### src/rtl/cfg_pkg.sv
// Shared types and constants for the configuration stream loader.
package cfg_pkg;

  typedef enum logic [2:0] {
    ST_IDLE,
    ST_SYNC,
    ST_ADDR,
    ST_DATA,
    ST_CHECK,
    ST_WRITE,
    ST_DONE,
    ST_ERROR
  } cfg_state_t;

  localparam logic [7:0] SYNC_BYTE = 8'hA5;
  localparam logic [7:0] END_ADDR  = 8'hFF;

  localparam int TILE_BYTES = 5;
  localparam int SB_BYTES   = 2;

  localparam logic [1:0] ERR_ADDR       = 2'd1;
  localparam logic [1:0] ERR_CSUM       = 2'd2;
  localparam logic [1:0] ERR_INCOMPLETE = 2'd3;

endpackage

### src/rtl/cfg_byte_assembler.sv
// Byte-serial word assembler: 40-bit right-shifting register, byte counter
// and running XOR checksum, all restartable with clr.
module cfg_byte_assembler (
  input  logic        clock,
  input  logic        reset,
  input  logic        clr,
  input  logic        load,
  input  logic [7:0]  din,
  output logic [39:0] shreg,
  output logic [2:0]  count,
  output logic [7:0]  csum
);

  logic [39:0] shreg_q, shreg_d, shreg_base;
  logic [2:0]  count_q, count_d, count_base;
  logic [7:0]  csum_q,  csum_d,  csum_base;

  // clr and load may coincide: the loaded byte starts a fresh frame.
  always_comb begin
    shreg_base = clr ? '0 : shreg_q;
    count_base = clr ? '0 : count_q;
    csum_base  = clr ? '0 : csum_q;
    shreg_d    = shreg_base;
    count_d    = count_base;
    csum_d     = csum_base;
    if (load) begin
      shreg_d = {din, shreg_base[39:8]};
      count_d = count_base + 3'd1;
      csum_d  = csum_base ^ din;
    end
  end

  always_ff @(posedge clock or posedge reset) begin
    if (reset) begin
      shreg_q <= '0;
      count_q <= '0;
      csum_q  <= '0;
    end else begin
      shreg_q <= shreg_d;
      count_q <= count_d;
      csum_q  <= csum_d;
    end
  end

  assign shreg = shreg_q;
  assign count = count_q;
  assign csum  = csum_q;

endmodule

### src/rtl/cfg_stream_loader.sv
// Framed, checksummed configuration loader writing tile and switch-box words
// through one write port; fabric_en rises only after a complete clean load.
module cfg_stream_loader #(
  parameter int         NUM_TILES = 9,
  parameter int         NUM_SB    = 13,
  parameter logic [7:0] SYNC_BYTE = 8'hA5,
  parameter logic [7:0] END_ADDR  = 8'hFF
) (
  input  logic        clock,
  input  logic        reset,
  input  logic        start,
  input  logic [7:0]  din,
  input  logic        din_valid,
  output logic        din_ready,
  output logic        cfg_we,
  output logic [4:0]  cfg_addr,
  output logic [32:0] cfg_data,
  output logic        cfg_done,
  output logic        cfg_error,
  output logic [1:0]  err_code,
  output logic        fabric_en
);
  import cfg_pkg::*;

  localparam int         NUM_CFG  = NUM_TILES + NUM_SB;
  localparam logic [7:0] TILE_LIM = 8'(NUM_TILES);
  localparam logic [7:0] SB_LIM   = 8'(NUM_CFG);

  cfg_state_t           state_q, state_d;
  logic                 is_tile_q, is_tile_d;
  logic [4:0]           frame_addr_q, frame_addr_d;
  logic [NUM_CFG-1:0]   mask_q, mask_d;
  logic                 cfg_we_q, cfg_we_d;
  logic [4:0]           cfg_addr_q, cfg_addr_d;
  logic [32:0]          cfg_data_q, cfg_data_d;
  logic                 cfg_done_q, cfg_done_d;
  logic                 cfg_error_q, cfg_error_d;
  logic [1:0]           err_code_q, err_code_d;
  logic                 fabric_en_q, fabric_en_d;

  logic        xfer, asm_clr, asm_load;
  logic [39:0] shreg;
  logic [2:0]  count, last_cnt;
  logic [7:0]  csum;
  logic [32:0] word;

  cfg_byte_assembler u_asm (
    .clock (clock),
    .reset (reset),
    .clr   (asm_clr),
    .load  (asm_load),
    .din   (din),
    .shreg (shreg),
    .count (count),
    .csum  (csum)
  );

  // The address byte is loaded too, so count includes it and the checksum
  // covers it; after the last data byte the word sits at the top of shreg.
  assign last_cnt = is_tile_q ? 3'(TILE_BYTES) : 3'(SB_BYTES);
  assign word     = is_tile_q ? shreg[32:0] : {17'b0, shreg[39:24]};
  assign din_ready = (state_q == ST_SYNC) || (state_q == ST_ADDR) ||
                     (state_q == ST_DATA) || (state_q == ST_CHECK);
  assign xfer = din_valid && din_ready && !start;

  always_comb begin
    state_d      = state_q;
    is_tile_d    = is_tile_q;
    frame_addr_d = frame_addr_q;
    mask_d       = mask_q;
    cfg_we_d     = 1'b0;
    cfg_addr_d   = cfg_addr_q;
    cfg_data_d   = cfg_data_q;
    cfg_done_d   = cfg_done_q;
    cfg_error_d  = cfg_error_q;
    err_code_d   = err_code_q;
    asm_clr      = 1'b0;
    asm_load     = 1'b0;
    if (start) begin
      state_d     = ST_SYNC;
      mask_d      = '0;
      cfg_done_d  = 1'b0;
      cfg_error_d = 1'b0;
      err_code_d  = 2'd0;
      asm_clr     = 1'b1;
    end else begin
      case (state_q)
        ST_SYNC: if (xfer && din == SYNC_BYTE) state_d = ST_ADDR;
        ST_ADDR: if (xfer) begin
          asm_clr      = 1'b1;
          asm_load     = 1'b1;
          frame_addr_d = din[4:0];
          if (din < TILE_LIM) begin
            is_tile_d = 1'b1;
            state_d   = ST_DATA;
          end else if (din < SB_LIM) begin
            is_tile_d = 1'b0;
            state_d   = ST_DATA;
          end else if (din == END_ADDR && &mask_q) begin
            cfg_done_d = 1'b1;
            state_d    = ST_DONE;
          end else begin
            cfg_error_d = 1'b1;
            err_code_d  = (din == END_ADDR) ? ERR_INCOMPLETE : ERR_ADDR;
            state_d     = ST_ERROR;
          end
        end
        ST_DATA: if (xfer) begin
          asm_load = 1'b1;
          if (count == last_cnt) state_d = ST_CHECK;
        end
        ST_CHECK: if (xfer) begin
          if (din == csum) begin
            cfg_we_d             = 1'b1;
            cfg_addr_d           = frame_addr_q;
            cfg_data_d           = word;
            mask_d[frame_addr_q] = 1'b1;
            state_d              = ST_WRITE;
          end else begin
            cfg_error_d = 1'b1;
            err_code_d  = ERR_CSUM;
            state_d     = ST_ERROR;
          end
        end
        ST_WRITE: state_d = ST_ADDR;
        default: ;
      endcase
    end
    fabric_en_d = cfg_done_d;
  end

  always_ff @(posedge clock or posedge reset) begin
    if (reset) begin
      state_q      <= ST_IDLE;
      is_tile_q    <= 1'b0;
      frame_addr_q <= '0;
      mask_q       <= '0;
      cfg_we_q     <= 1'b0;
      cfg_addr_q   <= '0;
      cfg_data_q   <= '0;
      cfg_done_q   <= 1'b0;
      cfg_error_q  <= 1'b0;
      err_code_q   <= '0;
      fabric_en_q  <= 1'b0;
    end else begin
      state_q      <= state_d;
      is_tile_q    <= is_tile_d;
      frame_addr_q <= frame_addr_d;
      mask_q       <= mask_d;
      cfg_we_q     <= cfg_we_d;
      cfg_addr_q   <= cfg_addr_d;
      cfg_data_q   <= cfg_data_d;
      cfg_done_q   <= cfg_done_d;
      cfg_error_q  <= cfg_error_d;
      err_code_q   <= err_code_d;
      fabric_en_q  <= fabric_en_d;
    end
  end

  assign cfg_we    = cfg_we_q;
  assign cfg_addr  = cfg_addr_q;
  assign cfg_data  = cfg_data_q;
  assign cfg_done  = cfg_done_q;
  assign cfg_error = cfg_error_q;
  assign err_code  = err_code_q;
  assign fabric_en = fabric_en_q;

endmodule

### config.mk
export PLATFORM = sky130hd
export DESIGN_NAME = cfg_stream_loader
export DESIGN_NICKNAME = d
export VERILOG_FILES = /design/src/rtl/cfg_pkg.sv /design/src/rtl/cfg_byte_assembler.sv /design/src/rtl/cfg_stream_loader.sv
export SDC_FILE = /design/constraint.sdc
export NUM_CORES = 1
export LEC_CHECK = 0
export CORE_UTILIZATION = 25
export CTS_CLUSTER_DIAMETER = 200
export DETAILED_ROUTE_END_ITERATION = 16
export DONT_BUFFER_PORTS = 1
export GPL_TIMING_DRIVEN = 0
export SYNTH_ARGS = -nofsm -noshare
export SYNTH_HDL_FRONTEND = slang
export SYNTH_SLANG_ARGS = --single-unit
### constraint.sdc
create_clock -name clock -period 3.88 [get_ports clock]
set_input_delay 0.388 -clock clock [delete_from_list [all_inputs] [get_ports clock]]
set_output_delay 0.388 -clock clock [all_outputs]
set_load 0.005 [all_outputs]
After elaboration in Yosys (flattened, before gate mapping)
Index checks and enable logic that the tools add are counted.
{"block": "word_totals", "romBits": 0, "out_inout_bits": 45, "latchBits": 0, "mem_bits_rw": 0, "n_memories": 0, "word_cells": 128, "regBits": 125}
{"block": "op_classes", "order_cmp": 4, "div_mod_pow": 0, "eq_ne": 20, "shift": 0, "n_mux": 59, "multipliers": 0, "n_reduce_logical": 27, "n_bitwise": 3, "add_sub_neg": 1}
{"op": "two-way mux 22 bit", "n": 4}
{"op": "two-way mux 40 bit", "n": 2}
{"op": "two-way mux 3 bit", "n": 11}
{"op": "two-way mux 33 bit", "n": 1}
{"op": "two-way mux 1 bit", "n": 26}
{"op": "OR 22 bit", "n": 1}
{"op": "AND reduction 22 bit", "n": 1}
{"op": "inequality test 3 bit (second input constant)", "n": 7}
{"op": "two-way mux 2 bit", "n": 9}
{"op": "equality test 8 bit (second input constant)", "n": 2}
{"op": "two-way mux 8 bit", "n": 2}
{"op": "one-hot mux 3 bit (5 select lines)", "n": 1}
{"op": "nonzero test 2 bit", "n": 7}
{"op": "equality test 8 bit", "n": 1}
{"op": "less-than comparator 8 x 4 -> 1 bit (second input constant)", "n": 1}
{"op": "less-than comparator 8 x 5 -> 1 bit (second input constant)", "n": 1}
{"op": "AND reduction 4 bit", "n": 2}
{"op": "XOR 8 bit", "n": 1}
{"op": "AND reduction 7 bit", "n": 1}
{"op": "equality test 3 x 2 -> 1 bit (second input constant)", "n": 2}
{"op": "equality test 3 bit (second input constant)", "n": 2}
{"op": "less-than comparator 5 x 6 -> 1 bit (second input constant)", "n": 1}
{"op": "inequality test 3 x 2 -> 1 bit (second input constant)", "n": 2}
{"op": "AND reduction 3 bit", "n": 2}
{"op": "other kinds (17)", "n": 24}

Logic depth before layout (Yosys ltp)
Gate-level depths: netlist (run 1).
{"block": "depth", "word_depth": 12, "depth_mapped": 10, "ltp_nobuf": 7}

Hierarchy
Synthesis (run 1) repeated with hierarchy kept, for this count alone.
{"block": "unflattened", "hier_cells": 522, "area_unflattened_um2": 5642.9}
{"mod": "cfg_stream_loader", "area_each_um2": 3537.1, "instances": 1, "cells_per_inst": 355}
{"mod": "cfg_byte_assembler", "area_each_um2": 2105.8, "instances": 1, "cells_per_inst": 167}

Worst setup path before layout (run 1)
No wires, ideal clock.
{"block": "synth_path", "path_type": "input-to-reg", "start": "input start", "end": "register u_asm.count_q[1], in the netlist u_asm.count[1]", "setup_slack_ns": 1.782, "path_buffers": 3, "required_time_ns": 3.748, "setup_ns": 0.132, "arrival_time_ns": 1.966, "cell_stages": 10, "cell_sequence": "clkbuf_1 nand4bb_1 buf_2 nor2_2 nor2_1 clkbuf_1 and2_1 ha_1 mux2i_1 nor2_1"}
{"block": "synth_between", "elab_chain_cells": 8, "elab_cells_between_ends": 10, "cone_classes": "1 x add/sub; 7 x mux; 2 x reduce/logical"}
{"element": "start, declared", "line_no": "cfg_stream_loader.sv:11", "text": "input logic start,"}
{"element": "zero test 1 bit", "line_no": "cfg_stream_loader.sv:64", "text": "assign xfer = din_valid && din_ready && !start;"}
{"element": "logical AND 1 bit", "line_no": "cfg_stream_loader.sv:64"}
{"element": "two-way mux 1 bit", "line_no": "cfg_stream_loader.sv:89, cfg_stream_loader.sv:108"}
{"element": "two-way mux 1 bit", "line_no": "cfg_stream_loader.sv:87", "text": "case (state_q)"}
{"element": "two-way mux 1 bit", "line_no": "cfg_stream_loader.sv:79", "text": "if (start) begin"}
{"element": "two-way mux 3 bit", "line_no": "cfg_byte_assembler.sv:21", "text": "count_base = clr ? '0 : count_q;"}
{"element": "adder 3 x 1 -> 3 bit", "line_no": "cfg_byte_assembler.sv:28", "text": "count_d = count_base + 3'd1;"}
{"element": "two-way mux 3 bit (*)", "line_no": "cfg_byte_assembler.sv:26", "text": "if (load) begin"}
{"element": "named net u_asm.count_d[1]", "line_no": "cfg_byte_assembler.sv:15", "text": "logic [2:0] count_q, count_d, count_base;"}
{"element": "end signal, assigned", "line_no": "cfg_byte_assembler.sv:40", "text": "count_q <= count_d;"}
{"element": "end, declared", "line_no": "cfg_byte_assembler.sv:15"}
The timed path passes the listed nets; every way through them passes the cells marked *.
A chain may end at the register's enable or synchronous reset.

Worst setup path after layout (run 1)
{"block": "layout_path", "start": "register state_q[2]", "end": "register u_asm.count_q[1], in the netlist u_asm.count[1]"}
{"block": "layout_between", "elab_chain_cells": 12, "elab_cells_between_ends": 18, "cone_classes": "1 x add/sub; 4 x eq/ne; 7 x mux; 6 x reduce/logical"}
{"element": "start, declared", "line_no": "cfg_stream_loader.sv:29", "text": "cfg_state_t state_q, state_d;"}
{"element": "start signal, assigned", "line_no": "cfg_stream_loader.sv:146", "text": "state_q <= state_d;"}
{"element": "equality test 3 x 1 -> 1 bit / equality test 3 x 2 -> 1 bit (equally long branches)", "line_no": "cfg_stream_loader.sv:62, cfg_stream_loader.sv:87"}
{"element": "logical OR 1 bit (2 in a row)", "line_no": "cfg_stream_loader.sv:62", "text": "assign din_ready = (state_q == ST_SYNC) || (state_q == ST_ADDR) ||"}
{"element": "logical OR 1 bit", "line_no": "cfg_stream_loader.sv:63", "text": "(state_q == ST_DATA) || (state_q == ST_CHECK);"}
{"element": "logical AND 1 bit (2 in a row)", "line_no": "cfg_stream_loader.sv:64"}
{"element": "two-way mux 1 bit", "line_no": "cfg_stream_loader.sv:89, cfg_stream_loader.sv:108"}
{"element": "two-way mux 1 bit", "line_no": "cfg_stream_loader.sv:87"}
{"element": "two-way mux 1 bit", "line_no": "cfg_stream_loader.sv:79"}
{"element": "two-way mux 3 bit", "line_no": "cfg_byte_assembler.sv:21"}
{"element": "adder 3 x 1 -> 3 bit", "line_no": "cfg_byte_assembler.sv:28"}
{"element": "two-way mux 3 bit (*)", "line_no": "cfg_byte_assembler.sv:26"}
{"element": "named net u_asm.count_d[1]", "line_no": "cfg_byte_assembler.sv:15"}
Marks and branches as above.

==> reports/qor.csv, run 1 <==
stage;metric;value;unit
grt;antenna_found_initial;0;
detailed_routing;met2_length;6.46;mm
grt;track_usage;0.130;
logic_synthesis;yosys_warnings;0;
worst_setup_path;end_kind;register;
clock_network;clock_sinks;125;
logic_synthesis;synth.distinct_cells;51;
pwr;switchingPower;0.641;mW
placement;port_buffers;0;
worst_hold_path;hp-start;din[5];
logic_synthesis;synth_flop_cell;dfrtp_1;
sta;fin_crit;2.35;ns
floorplanning;start_util;0.254;
detailed_routing;routedWlPerCell;15.7;um
worst_setup_path;start_kind;register;
floorplanning;num_rows;54;
detailed_routing;drt-total-wl;13.8;mm
final_layout;fin_area;6480;um2
detailed_routing;antenna_left;0;
sta;fmax;426;MHz
worst_setup_path;cp.arrival;2.62;ns
logic_synthesis;netlist_instances;570;
clock_network;clkTransAtPathRegs;0.06;ns
detailed_routing;drc;0;
clock_network;hold_buffers;1;
pwr;intPower;2.23;mW
placement;placed_cells;851;
pwr;pwr-share-comb;0.025;
detailed_routing;wl_met1;6.24;mm
clock_network;postCtsSetupBuffers;0;
floorplanning;die-height;151;um
sta;fin_crit_sh;0.605;
clock_network;clkLatencyLatePin;0.40;ns
worst_setup_path;r2r_start;state_q[2];
clock_network;cts_tree;done;
final_layout;syn2layout_area_growth;17.4;%
placement;hpwl;9.81;mm
detailed_routing;vias_per_cell;4.57;
final_layout;antennaDiodeCount;0;
detailed_routing;drt_pre_antenna_iters;6;
final_layout;fin_nets;604;
placement;dpl_cell_area;5910;um2
final_layout;finalNonFillerCells;884;
sta;slew_violations;0;
sta;finalSetupViolCount;0;
grt;grt_max_degree;74;
pwr;seqPwrFrac;0.454;
logic_synthesis;synth_nets;583;
logic_synthesis;synth-seq-cells;125;
floorplanning;die_area;22700;um2
logic_synthesis;yosysSeqAreaShare;0.566;
final_layout;layout_common_cells;154 x nand2_1, 125 x dfrtp_1, 38 x a21oi_1;
logic_synthesis;netlist_area;5520;um2
final_layout;drive_above_1_share;0.101;
detailed_routing;highest_layer;met4;
final_layout;fillers;2273;
worst_hold_path;min_path_type;in2reg;
pwr;powerDensity;443;nW/um2
worst_setup_path;crit_type;reg2reg;
detailed_routing;drt_iter0_drc;221;
clock_network;clockBufferDepth;2;
clock_network;cts_inserted_buffers;17;
worst_setup_path;critPathLaunch;state_q[2];
grt;grt_pass1_vias;3983;
pwr;clockPowerShare;0.520;
run;drv_cap;0;
clock_network;cts_resized;0;
worst_setup_path;cp.required;4.15;ns
grt;grt-ovfl-total;0;
clock_network;cts_root_buffer;clkbuf_16;
pwr;p_leak;2.76;nW
worst_setup_path;cp_max_fo;10;
placement;gp_congestion;0.790;
sta;rsz0062_at_grt;false;
sta;finClkSkew;0.00908;ns
detailed_routing;route.met3.wl;1.00;mm
clock_network;htreeDepth;4;
sta;tightest_slew;0.780;ns
sta;slew-limit-headroom;0.480;
pwr;max-vdd-ir-drop;0.372;mV
logic_synthesis;async_reset_ff_frac;1.00;
sta;hold_viol;0;
detailed_routing;vias;4041;
worst_setup_path;worst-r2r-setup-slack;1.53;ns
outcome;run_status;finished clean;
floorplanning;die-width;151;um
pwr;swShare;0.223;
final_layout;layout_commonest_cell;nand2_1;
grt;grt_pass1_wl;22.5;mm
floorplanning;num_io_pins;57;
floorplanning;coreArea;21800;um2
logic_synthesis;synth-edff-count;0;
logic_synthesis;syn_avg_cell_area;9.69;um2
## path summary, 6_finish.rpt
| kind | endpoint | cells past startpoint |
|---|---|---|
| worst max-delay path | u_asm.count[1] | 9 |
| worst min-delay path | u_asm.csum[5] | 2 |
| worst max register to register | u_asm.count[1] | 9 |
| worst min register to register | cfg_data[25] | 2 |
| max in group asynchronous | err_code[1] | 3 |
| min in group asynchronous | cfg_data[11] | 2 |
## synthesized netlist by cell type, types with 2 or more instances
| master | number | area, um2 |
|---|---|---|
| mux2_2 | 5 | 56.3 |
| nand4_1 | 8 | 50.1 |
| nor2_1 | 21 | 78.8 |
| a21oi_1 | 38 | 190 |
| nor2b_1 | 2 | 12.5 |
| o21ai_0 | 18 | 90.1 |
| nand2b_1 | 2 | 12.5 |
| o31ai_1 | 2 | 15.0 |
| nand2_1 | 154 | 578 |
| nor3b_1 | 2 | 15.0 |
| buf_6 | 2 | 22.5 |
| xor2_1 | 17 | 149 |
| dfrtp_1 | 125 | 3130 |
| buf_2 | 6 | 30.0 |
| clkbuf_1 | 29 | 109 |
| o22ai_2 | 6 | 75.1 |
| and2_1 | 4 | 25.0 |
| nand3_1 | 18 | 90.1 |
| buf_4 | 2 | 15.0 |
| o22ai_1 | 16 | 100 |
| mux2i_1 | 25 | 250 |
| nand3b_1 | 5 | 37.5 |
| nor3_1 | 5 | 25.0 |
| inv_1 | 26 | 97.6 |
| nor4_1 | 6 | 37.5 |
## area by class of cell
type | count | area, um2 | area share
well taps | 280 | 350 | 0.0540
clock buffers | 19 | 453 | 0.0698
repair buffers | 2 | 37.5 | 0.00579
inverters | 26 | 103 | 0.0158
clock inverters | 13 | 116 | 0.0179
flip-flops and latches | 125 | 3130 | 0.482
multi-input cells | 379 | 2120 | 0.326
plain buffers | 40 | 180 | 0.0278
## state kept, by name (all words and copies together), names as in the netlist
register	cells
u_asm.shreg	40
cfg_data	33
mask_q	22
u_asm.csum	8
cfg_addr	5
frame_addr_q	5
state_q	3
u_asm.count	3
err_code	2
cfg_error	1
cfg_we	1
fabric_en	1
is_tile_q	1
## power by group through the flow
stage | clock network, mW | logic [mW] | registers, mW
after floorplan | 0 | 0.0491 | 1.33
after CTS | 1.53 | 0.0749 | 1.31
after detailed placement | 0 | 0.0734 | 1.33
final | 1.50 | 0.0724 | 1.31
after global routing | 1.59 | 0.0821 | 1.31
after global placement | 0 | 0.0691 | 1.33
## through the flow
stage	util	hold WS, ns	setup TNS, ns	power, mW	worst slack, ns
final	0.298	0.131	0	2.87	1.53
after global placement	0.270	0.487	-158.62	1.40	-1.28
after floorplan	-	0.463	0	1.38	0.164
after detailed placement	0.271	0.331	0	1.40	1.31
after CTS	0.298	0.118	0	2.91	1.51
after global routing	0.298	0.112	0	2.97	1.32
## critical path, stage by stage (launching register included)
cell	delay, ns
dfrtp_1	0.46
nand4bb_1	0.20
buf_2	0.18
nor2_2	0.34
nor2_1	0.09
clkbuf_1	0.24
and2_1	0.23
ha_1	0.28
mux2i_1	0.14
nor2_1	0.06
## cell families after synthesis
| group | count (synthesis) | share of synthesized area |
|---|---|---|
| AO/OA/AOI/OAI | 89 | 0.0997 |
| XOR/XNOR | 18 | 0.0285 |
| adder cells (fa/ha/maj) | 1 | 0.00227 |
| buffers and inverters | 66 | 0.0503 |
| flip-flops | 125 | 0.566 |
| multiplexers | 30 | 0.0555 |
| AND/OR/NAND/NOR | 241 | 0.197 |
## per-layer routing
layer  global-route usage  vias up
met5                    0        -
met4               0.0390        0
met3               0.0476        8
met1                0.164     1994
met2                0.206       84
li1                     -     1955
(Power assumes the default switching activity.)
==> run 2, diff against run 1 <==
clock period = 2.4 ns   (was 3.88 ns; I/O delays follow)
==> run 2 against run 1 <==
Effect of this change:
- count of clock-buffer cells in the layout unchanged
- highest routed layer unchanged
- core utilization is 0.43 points higher
- setup slack got worse by 1.3 ns
- largest cell class unchanged
- largest power group unchanged
- flip-flop and latch count unchanged
- non-clock buffer count grew 5
- via count is essentially flat
- clock power increased by 72%
- global-route usage grew 0.38 points
- power up 68%
- worst hold slack worse by 0.12 ns
==> reports/qor.csv, run 2 (synthesis results as in run 1) <==
stage;metric;value;unit
clock_network;htreeDepth;4;
detailed_routing;drc;0;
detailed_routing;routedWlPerCell;16.1;um
sta;fin_crit;2.16;ns
final_layout;syn2layout_area_growth;19.1;%
placement;placed_cells;853;
pwr;pwr-share-comb;0.027;
worst_setup_path;end_kind;register;
pwr;max-vdd-ir-drop;0.482;mV
worst_setup_path;r2r_end;cfg_data[28];
final_layout;largest_register_ffs;40;
clock_network;clock_sinks;125;
worst_setup_path;start_kind;register;
sta;tightest_slew;0.750;ns
pwr;swShare;0.214;
run;drv_cap;0;
worst_hold_path;hp-start;din[5];
clock_network;clkTransAtPathRegs;0.06;ns
grt;met3_usage;0.0494;
detailed_routing;drt_iter0_drc;196;
placement;port_buffers;0;
worst_hold_path;hold-path-cell-count;2;
worst_setup_path;r2r_cells;8;
detailed_routing;vias;4040;
sta;finalSetupViolCount;0;
grt;track_usage;0.134;
grt;busiest_layer;met2;
sta;slew-limit-headroom;0.500;
pwr;powerDensity;732;nW/um2
grt;grt_util_met2;0.215;
final_layout;finalNonFillerCells;888;
worst_hold_path;hold_end;u_asm.shreg[37];
floorplanning;num_rows;54;
worst_setup_path;cp.required;2.76;ns
sta;fin_crit_sh;0.899;
pwr;switchingPower;1.03;mW
final_layout;antennaDiodeCount;0;
worst_setup_path;cp.arrival;2.52;ns
final_layout;fin_nets;609;
clock_network;cts_root_buffer;clkbuf_16;
clock_network;clockBufferDepth;2;
worst_setup_path;worst-r2r-setup-slack;0.24;ns
floorplanning;num_io_pins;57;
final_layout;layout_commonest_cell;nand2_1;
worst_setup_path;r2r_start;state_q[1];
grt;antenna_found_initial;0;
pwr;p_leak;2.81;nW
grt;grt_pass1_vias;4139;
detailed_routing;drt_pre_antenna_iters;4;
floorplanning;die-height;151;um
floorplanning;die_area;22700;um2
grt;use_met1;0.163;
placement;gp_congestion;0.804;
sta;rsz0062_at_grt;false;
pwr;clockPowerShare;0.535;
pwr;seqPwrFrac;0.438;
grt;grt-ovfl-total;0;
detailed_routing;drt-total-wl;14.3;mm
sta;fmax;463;MHz
worst_hold_path;min_path_type;in2reg;
grt;grt_pass1_wl;22.9;mm
floorplanning;die-width;151;um
placement;hpwl;10.1;mm
pwr;intPower;3.78;mW
final_layout;layout_common_cells;154 x nand2_1, 125 x dfrtp_1, 38 x a21oi_1;
floorplanning;start_util;0.254;
clock_network;cts_tree;done;
outcome;run_status;finished clean;
grt;grt_max_degree;42;
worst_setup_path;crit_type;reg2reg;
clock_network;clkLatencyLatePin;0.42;ns
sta;hold_viol;0;
floorplanning;coreArea;21800;um2
worst_setup_path;cp_max_fo;10;
clock_network;cts_inserted_buffers;17;
final_layout;finish.utilization;0.302;
sta;slew_violations;0;
detailed_routing;antenna_left;0;
sta;finClkSkew;0.00906;ns
detailed_routing;vias_per_cell;4.55;
final_layout;fillers;2280;
final_layout;drive_above_1_share;0.105;
sta;hold_ws;0.0156;ns
==> run 2: cell count changes in the layout (fill, tap and decap cells not counted), moves of 2 or more <==
cell           previous run  this run
clkinvlp_4                6         4
clkinv_2                  3         5
buf_12                    0         3
dlygate4sd3_1             1         4
inv_6                     2         0
bufinv_16                 1         3
==> run 2: routing by layer <==
layer	wire (um)	vias up
met3	898	21
met4	219	0
met2	6720	74
li1	-	1960
met1	6430	1985
met5	0	-
==> run 2: per-stage QoR <==
step	setup WS (ns)	power (mW)	setup TNS, ns	area (um2)
final	0.242	4.82	0	6580
after global routing	0.0359	4.95	0	6580
after CTS	0.0914	4.85	0	6570
after detailed placement	0.0239	2.27	0	5940
after global placement	-0.122	2.26	-14.24	5880
after floorplan	0.394	2.23	0	5530
==> run 2: how the worst max path moves through the flow <==
stage                from              to  slack [ns]  cells after the start
2_1_floorplan  state_q[2]  u_asm.count[1]        0.39                      9
3_3_place_gp        reset       cfg_error       -0.12                      1
3_5_place_dp       din[6]    cfg_data[13]        0.02                      7
4_1_cts        state_q[2]  u_asm.count[1]        0.09                      9
5_1_grt        state_q[1]    cfg_data[29]        0.04                      8
6_report       state_q[1]    cfg_data[28]        0.24                      8
==> run 2: area by class of cell <==
class                           count  area (um2)  area share
Tap cell                          280         350      0.0533
Sequential cell                   125        3130       0.475
Multi-Input combinational cell    379        2120       0.323
Inverter                           26         101      0.0154
Clock inverter                     12         146      0.0223
Buffer                             39         178      0.0270
Timing Repair Buffer                8         108      0.0164
Clock buffer                       19         443      0.0673
==> run 2: worst max-delay path, cell delays in order (launching register included) <==
cell and delay, ns:
dfrtp_1 0.37, buf_6 0.13, nand2b_4 0.15, nor4_1 0.31, and4_1 0.28, buf_4 0.17
clkbuf_1 0.44, nand3_1 0.16, nand2_1 0.10
==> run 2: power by group through the flow <==
stage	Clock [mW]	Combinational [mW]	Sequential, mW
after floorplan	0	0.0798	2.15
after global placement	0	0.113	2.15
after detailed placement	0	0.126	2.15
after CTS	2.61	0.134	2.11
after global routing	2.70	0.146	2.11
final	2.58	0.130	2.11
==> run 2: repair_timing <==
item	in CTS	in global routing
endpoints found under the hold margin	28	0
gates resized for setup	0	4
setup endpoints to repair	0	5
hold buffers	4	0
setup buffers	0	1
==> RTL edit 1 (flow settings as in run 1) <==
Change the parameter `NUM_TILES` from 9 to 10.
--- a/src/rtl/cfg_stream_loader.sv
+++ b/src/rtl/cfg_stream_loader.sv
@@ -3,3 +3,3 @@
 module cfg_stream_loader #(
-  parameter int         NUM_TILES = 9,
+  parameter int         NUM_TILES = 10,
   parameter int         NUM_SB    = 13,
Check against the original RTL: not equivalent (a bounded check fails within 4 cycles, from zero or initial values and one cycle with reset high).
==> RTL edit 1 against run 1 <==
  * Non-clock buffer count fell by 3
  * Synthesized area shrank 0.43%
  * Sequential cell count grew 1
  * Worst setup slack improved by 0.044 ns
  * Hold slack got worse by 0.10 ns
  * Design area is 0.17% higher
  * Routed wire length shrank 0.68%
  * Global-route usage increased by 0.14 points
  * Fmax up 1.9%
  * Critical path type unchanged
  * Critical endpoint is now u_asm.shreg[17]
  * Largest cell class unchanged
Power is not compared: it rests on default switching activity, and its combinational part moved more than twofold at a synthesized area within 25%.
==> RTL edit 1: results (changes against run 1) <==
post-synthesis adder-cell area fraction: 0.00228 (was 0.00227)
max_slew headroom: 0.451 (was 0.480)
status: finished, final reports clean (unchanged)
met3 usage: 0.0515 (was 0.0476)
Worst-Skew Late Latency: 0.42 ns (was 0.40 ns)
DR iter-0 viols: 261 (was 221)
vias in the first global route: 3,911 (was 3,983)
Synthesized Nets: 555 (was 583)
largest net degree at the start of global routing: 69 (was 74)
Synth cell types: 49 (was 51)
Crit path max-delay family: buffers and inverters (was simple AND/OR/NAND/NOR gates)
Syn Area/Cell: 10.1 um2 (was 9.69 um2)
Non-clock buffer share: 0.0318 (was 0.0336)
dpl cells: 818 (was 851)
Area contributors post-synth: dfrtp_1 (57%), nand2_1 (11%), o21ai_0 (4.0%) (was dfrtp_1 (57%), nand2_1 (10%), mux2i_1 (4.5%))
routability cong.: 0.807 (was 0.790)
Layout clock buffers: 25 (was 19)
nets@finish: 576 (was 604)
FF+latch count, synth: 126 (was 125)
Post-Route Skew: 0.00985 ns (was 0.00908 ns)
Synth top cells by count: nand2_1 (154), dfrtp_1 (126), o21ai_0 (44) (was nand2_1 (154), dfrtp_1 (125), a21oi_1 (38))
sequential portion of the cell area: 0.485 (was 0.482)
inverter count: 7 (was 26)
met2 Track Usage GR: 0.186 (was 0.206)
mux contribution to synthesized area: 0.0453 (was 0.0555)
Synth Area in Compound Gates: 0.146 (was 0.0997)
first-pass GRT wire length: 22,200 um (was 22,500 um)
DR vias: 3,879 (was 4,041)
Max stage delay on crit path: 0.44 ns (was 0.46 ns)
fraction of area in multi-input gates: 0.331 (was 0.326)
[RTL edit 1: changes by cell type after synthesis, moves of 9 or more]
cell	change
a22o_1	+9
o2bb2ai_1	+17
nand3_1	-13
inv_1	-19
o21ai_0	+26
nor2_1	-12
o22ai_1	-16
[RTL edit 1: power groups by stage]
stage / logic [mW] / registers [mW] / clock network, mW
after global routing: 0.569 / 1.52 / 1.73
after global placement: 0.498 / 1.52 / 0
after floorplan: 0.394 / 1.49 / 0
final: 0.504 / 1.50 / 1.64
after detailed placement: 0.505 / 1.53 / 0
after CTS: 0.509 / 1.50 / 1.67
[RTL edit 1: stage by stage]
| stage | hold WS (ns) | setup slack, ns | area, um2 |
|---|---|---|---|
| after CTS | 0.0164 | 1.53 | 6500 |
| after floorplan | 0.451 | 0.136 | 5500 |
| final | 0.0290 | 1.58 | 6500 |
| after detailed placement | 0.385 | 1.46 | 5880 |
| after global routing | 0.0222 | 1.27 | 6500 |
| after global placement | 0.453 | -1.35 | 5840 |
[RTL edit 1: what timing repair did]
action / 4_1_cts / 5_1_grt
resized for setup: 0 / 0
hold endpoints to repair: 67 / 0
hold buffers: 1 / 0
[RTL edit 1: final timing paths]
path / startpoint / end / slack [ns] / cells past startpoint
worst max-delay path: state_q[2] / u_asm.shreg[17] / 1.58 / 7
worst min-delay path: start / cfg_error / 0.03 / 1
worst max register to register: state_q[2] / u_asm.shreg[17] / 1.58 / 7
worst min register to register: mask_q[20] / mask_q[20] / 0.48 / 1
max in group asynchronous: reset / err_code[0] / 2.60 / 3
min in group asynchronous: reset / cfg_data[29] / 0.56 / 2
[RTL edit 1: layer usage]
layer	vias up	routed length, um
met5	-	0
met4	0	229
met3	21	1200
met2	96	5840
met1	1845	6480
li1	1917	-
==> RTL edit 2 (flow settings as in run 1) <==
Without the edit above. Take the reset off `shreg_q` and `csum_q` and load them in a clocked block of their own.
--- a/src/rtl/cfg_byte_assembler.sv
+++ b/src/rtl/cfg_byte_assembler.sv
@@ -34,10 +34,11 @@
     if (reset) begin
-      shreg_q <= '0;
       count_q <= '0;
-      csum_q  <= '0;
     end else begin
-      shreg_q <= shreg_d;
       count_q <= count_d;
-      csum_q  <= csum_d;
     end
+  end
+
+  always_ff @(posedge clock) begin
+    shreg_q <= shreg_d;
+    csum_q  <= csum_d;
   end
Formal check against the unedited RTL: same outputs for any inputs over 10 cycles, from zero or initial values and one cycle with reset high; that may be too few to reach the edited logic, so the function may still have changed.
==> RTL edit 2 against run 1 <==
  * Sequential cell count stayed put
  * Synthesized area is 5.2% lower
  * Routed wire length is 3.6% lower
  * Worst setup slack worse by 0.23 ns
  * Critical path depth is 4 lower
  * Design area is 4.1% lower
  * Via count is 5.9% lower
  * Sequential share of layout area is 0.52 points lower
  * Hold slack worse by 0.096 ns
  * Critical endpoint is now u_asm.shreg[2]
Power is not compared: it rests on default switching activity, and its combinational part moved more than twofold at a synthesized area within 25%.
==> RTL edit 2: results (changes against run 1) <==
reg2reg end: u_asm.shreg[2] (was u_asm.count[1])
Synthesized Nets: 533 (was 583)
status: finished, final reports clean (unchanged)
largest net degree at the start of global routing: 63 (was 74)
Worst-Margin Slew: 0.810 ns (was 0.780 ns)
GR Util All Layers: 0.128 (was 0.130)
DR iter-0 viols: 229 (was 221)
wire length on met2: 6210 um (was 6460 um)
vias in the first global route: 3,870 (was 3,983)
Post-Route Skew: 0.0105 ns (was 0.00908 ns)
DR vias: 3,802 (was 4,041)
Pre-antenna DRT Iters: 4 (was 6)
layout cell share with drive strength beyond 1: 0.110 (was 0.101)
met1 Usage GRT: 0.164 (about the same)
Slowest-stage cell, CP: or4b_2 (was dfrtp_1)
drt wl/cell: 16.2 um (was 15.7 um)
CP max FO: 16 (was 10)
Achievable Freq: 0.388 GHz (was 0.426 GHz)
routability cong.: 0.768 (was 0.790)
dpl cells: 791 (was 851)
met2 Track Usage GR: 0.197 (was 0.206)
Synth cell types: 49 (was 51)
max reg flops: 40 (unchanged)
Post-synth ARST share: 0.616 (was 1.00)
Syn Area/Cell: 10.1 um2 (was 9.69 um2)
met1 wire length: 6010 um (was 6240 um)
first-pass GRT wire length: 21,400 um (was 22,500 um)
Area contributors post-synth: dfrtp_1 (37%), dfxtp_1 (15%), nand2_1 (9.2%) (was dfrtp_1 (57%), nand2_1 (10%), mux2i_1 (4.5%))
number of enable-type register cells in the synthesized netlist: 8 (was 0)
worst reg2reg path depth: 5 (was 9)
clk slew on worst S/H paths: 0.06 ns (about the same)
Reg-to-Reg Start: state_q[0] (was state_q[2])
Synth top cells by count: nand2_1 (129), dfrtp_1 (77), o21ai_0 (46) (was nand2_1 (154), dfrtp_1 (125), a21oi_1 (38))
sequential area share after synthesis: 0.567 (was 0.566)
Max stage delay on crit path: 0.69 ns (was 0.46 ns)
Pint: 2.52 mW
nets@finish: 554 (was 604)
HPWL after DPL: 9580 um (was 9810 um)
[RTL edit 2: cell types whose count changed in the layout (fill, tap and decap cells not counted), moves of 8 or more]
cell	delta
o22ai_1	-15
o21ai_0	+28
o2bb2ai_1	+17
nor2_1	-16
edfxtp_1	+8
mux2i_1	-9
dfrtp_1	-48
nand3_1	-15
nand2_1	-25
and3_1	+10
inv_1	-13
xor2_1	-8
dfxtp_1	+40
[RTL edit 2: timing repair]
item,CTS,global route
setup buffers,0,0
endpoints found under the hold margin,15,0
hold buffers,1,0
[RTL edit 2: layout make-up]
type | instances | area (um2)
flip-flops and latches | 125 | 2970
repair buffers | 2 | 37.5
multi-input cells | 349 | 2070
fillers | 2088 | 14100
inverters | 14 | 55.1
clock buffers | 23 | 500
clock inverters | 9 | 105
well taps | 270 | 338
plain buffers | 32 | 148
[RTL edit 2: worst min path at each step]
| stage | startpoint | endpoint | slack (ns) | depth (start not counted) |
|---|---|---|---|---|
| 2_1_floorplan | u_asm.shreg[33] | u_asm.shreg[25] | 0.44 | 2 |
| 5_1_grt | start | cfg_error | 0.02 | 1 |
| 4_1_cts | start | cfg_error | 0.02 | 1 |
| 6_report | start | cfg_error | 0.04 | 1 |
| 3_5_place_dp | reset | cfg_addr[2] | 0.21 | 1 |
| 3_3_place_gp | start | cfg_error | 0.46 | 1 |
[RTL edit 2: logic make-up after synthesis]
family	count (synthesis)	share of synthesized area
AO/OA/AOI/OAI	114	0.141
multiplexers	26	0.0521
flip-flops	125	0.567
AND/OR/NAND/NOR	191	0.172
adder cells (fa/ha/maj)	1	0.00239
buffers and inverters	46	0.0382
XOR/XNOR	17	0.0284
[RTL edit 2: critical path: cells and delay by family, from the launching register on]
family / cells / cell delay, ns
buffers and inverters: 1 / 0.23
DFF: 1 / 0.40
and+or+nand+nor: 4 / 1.57
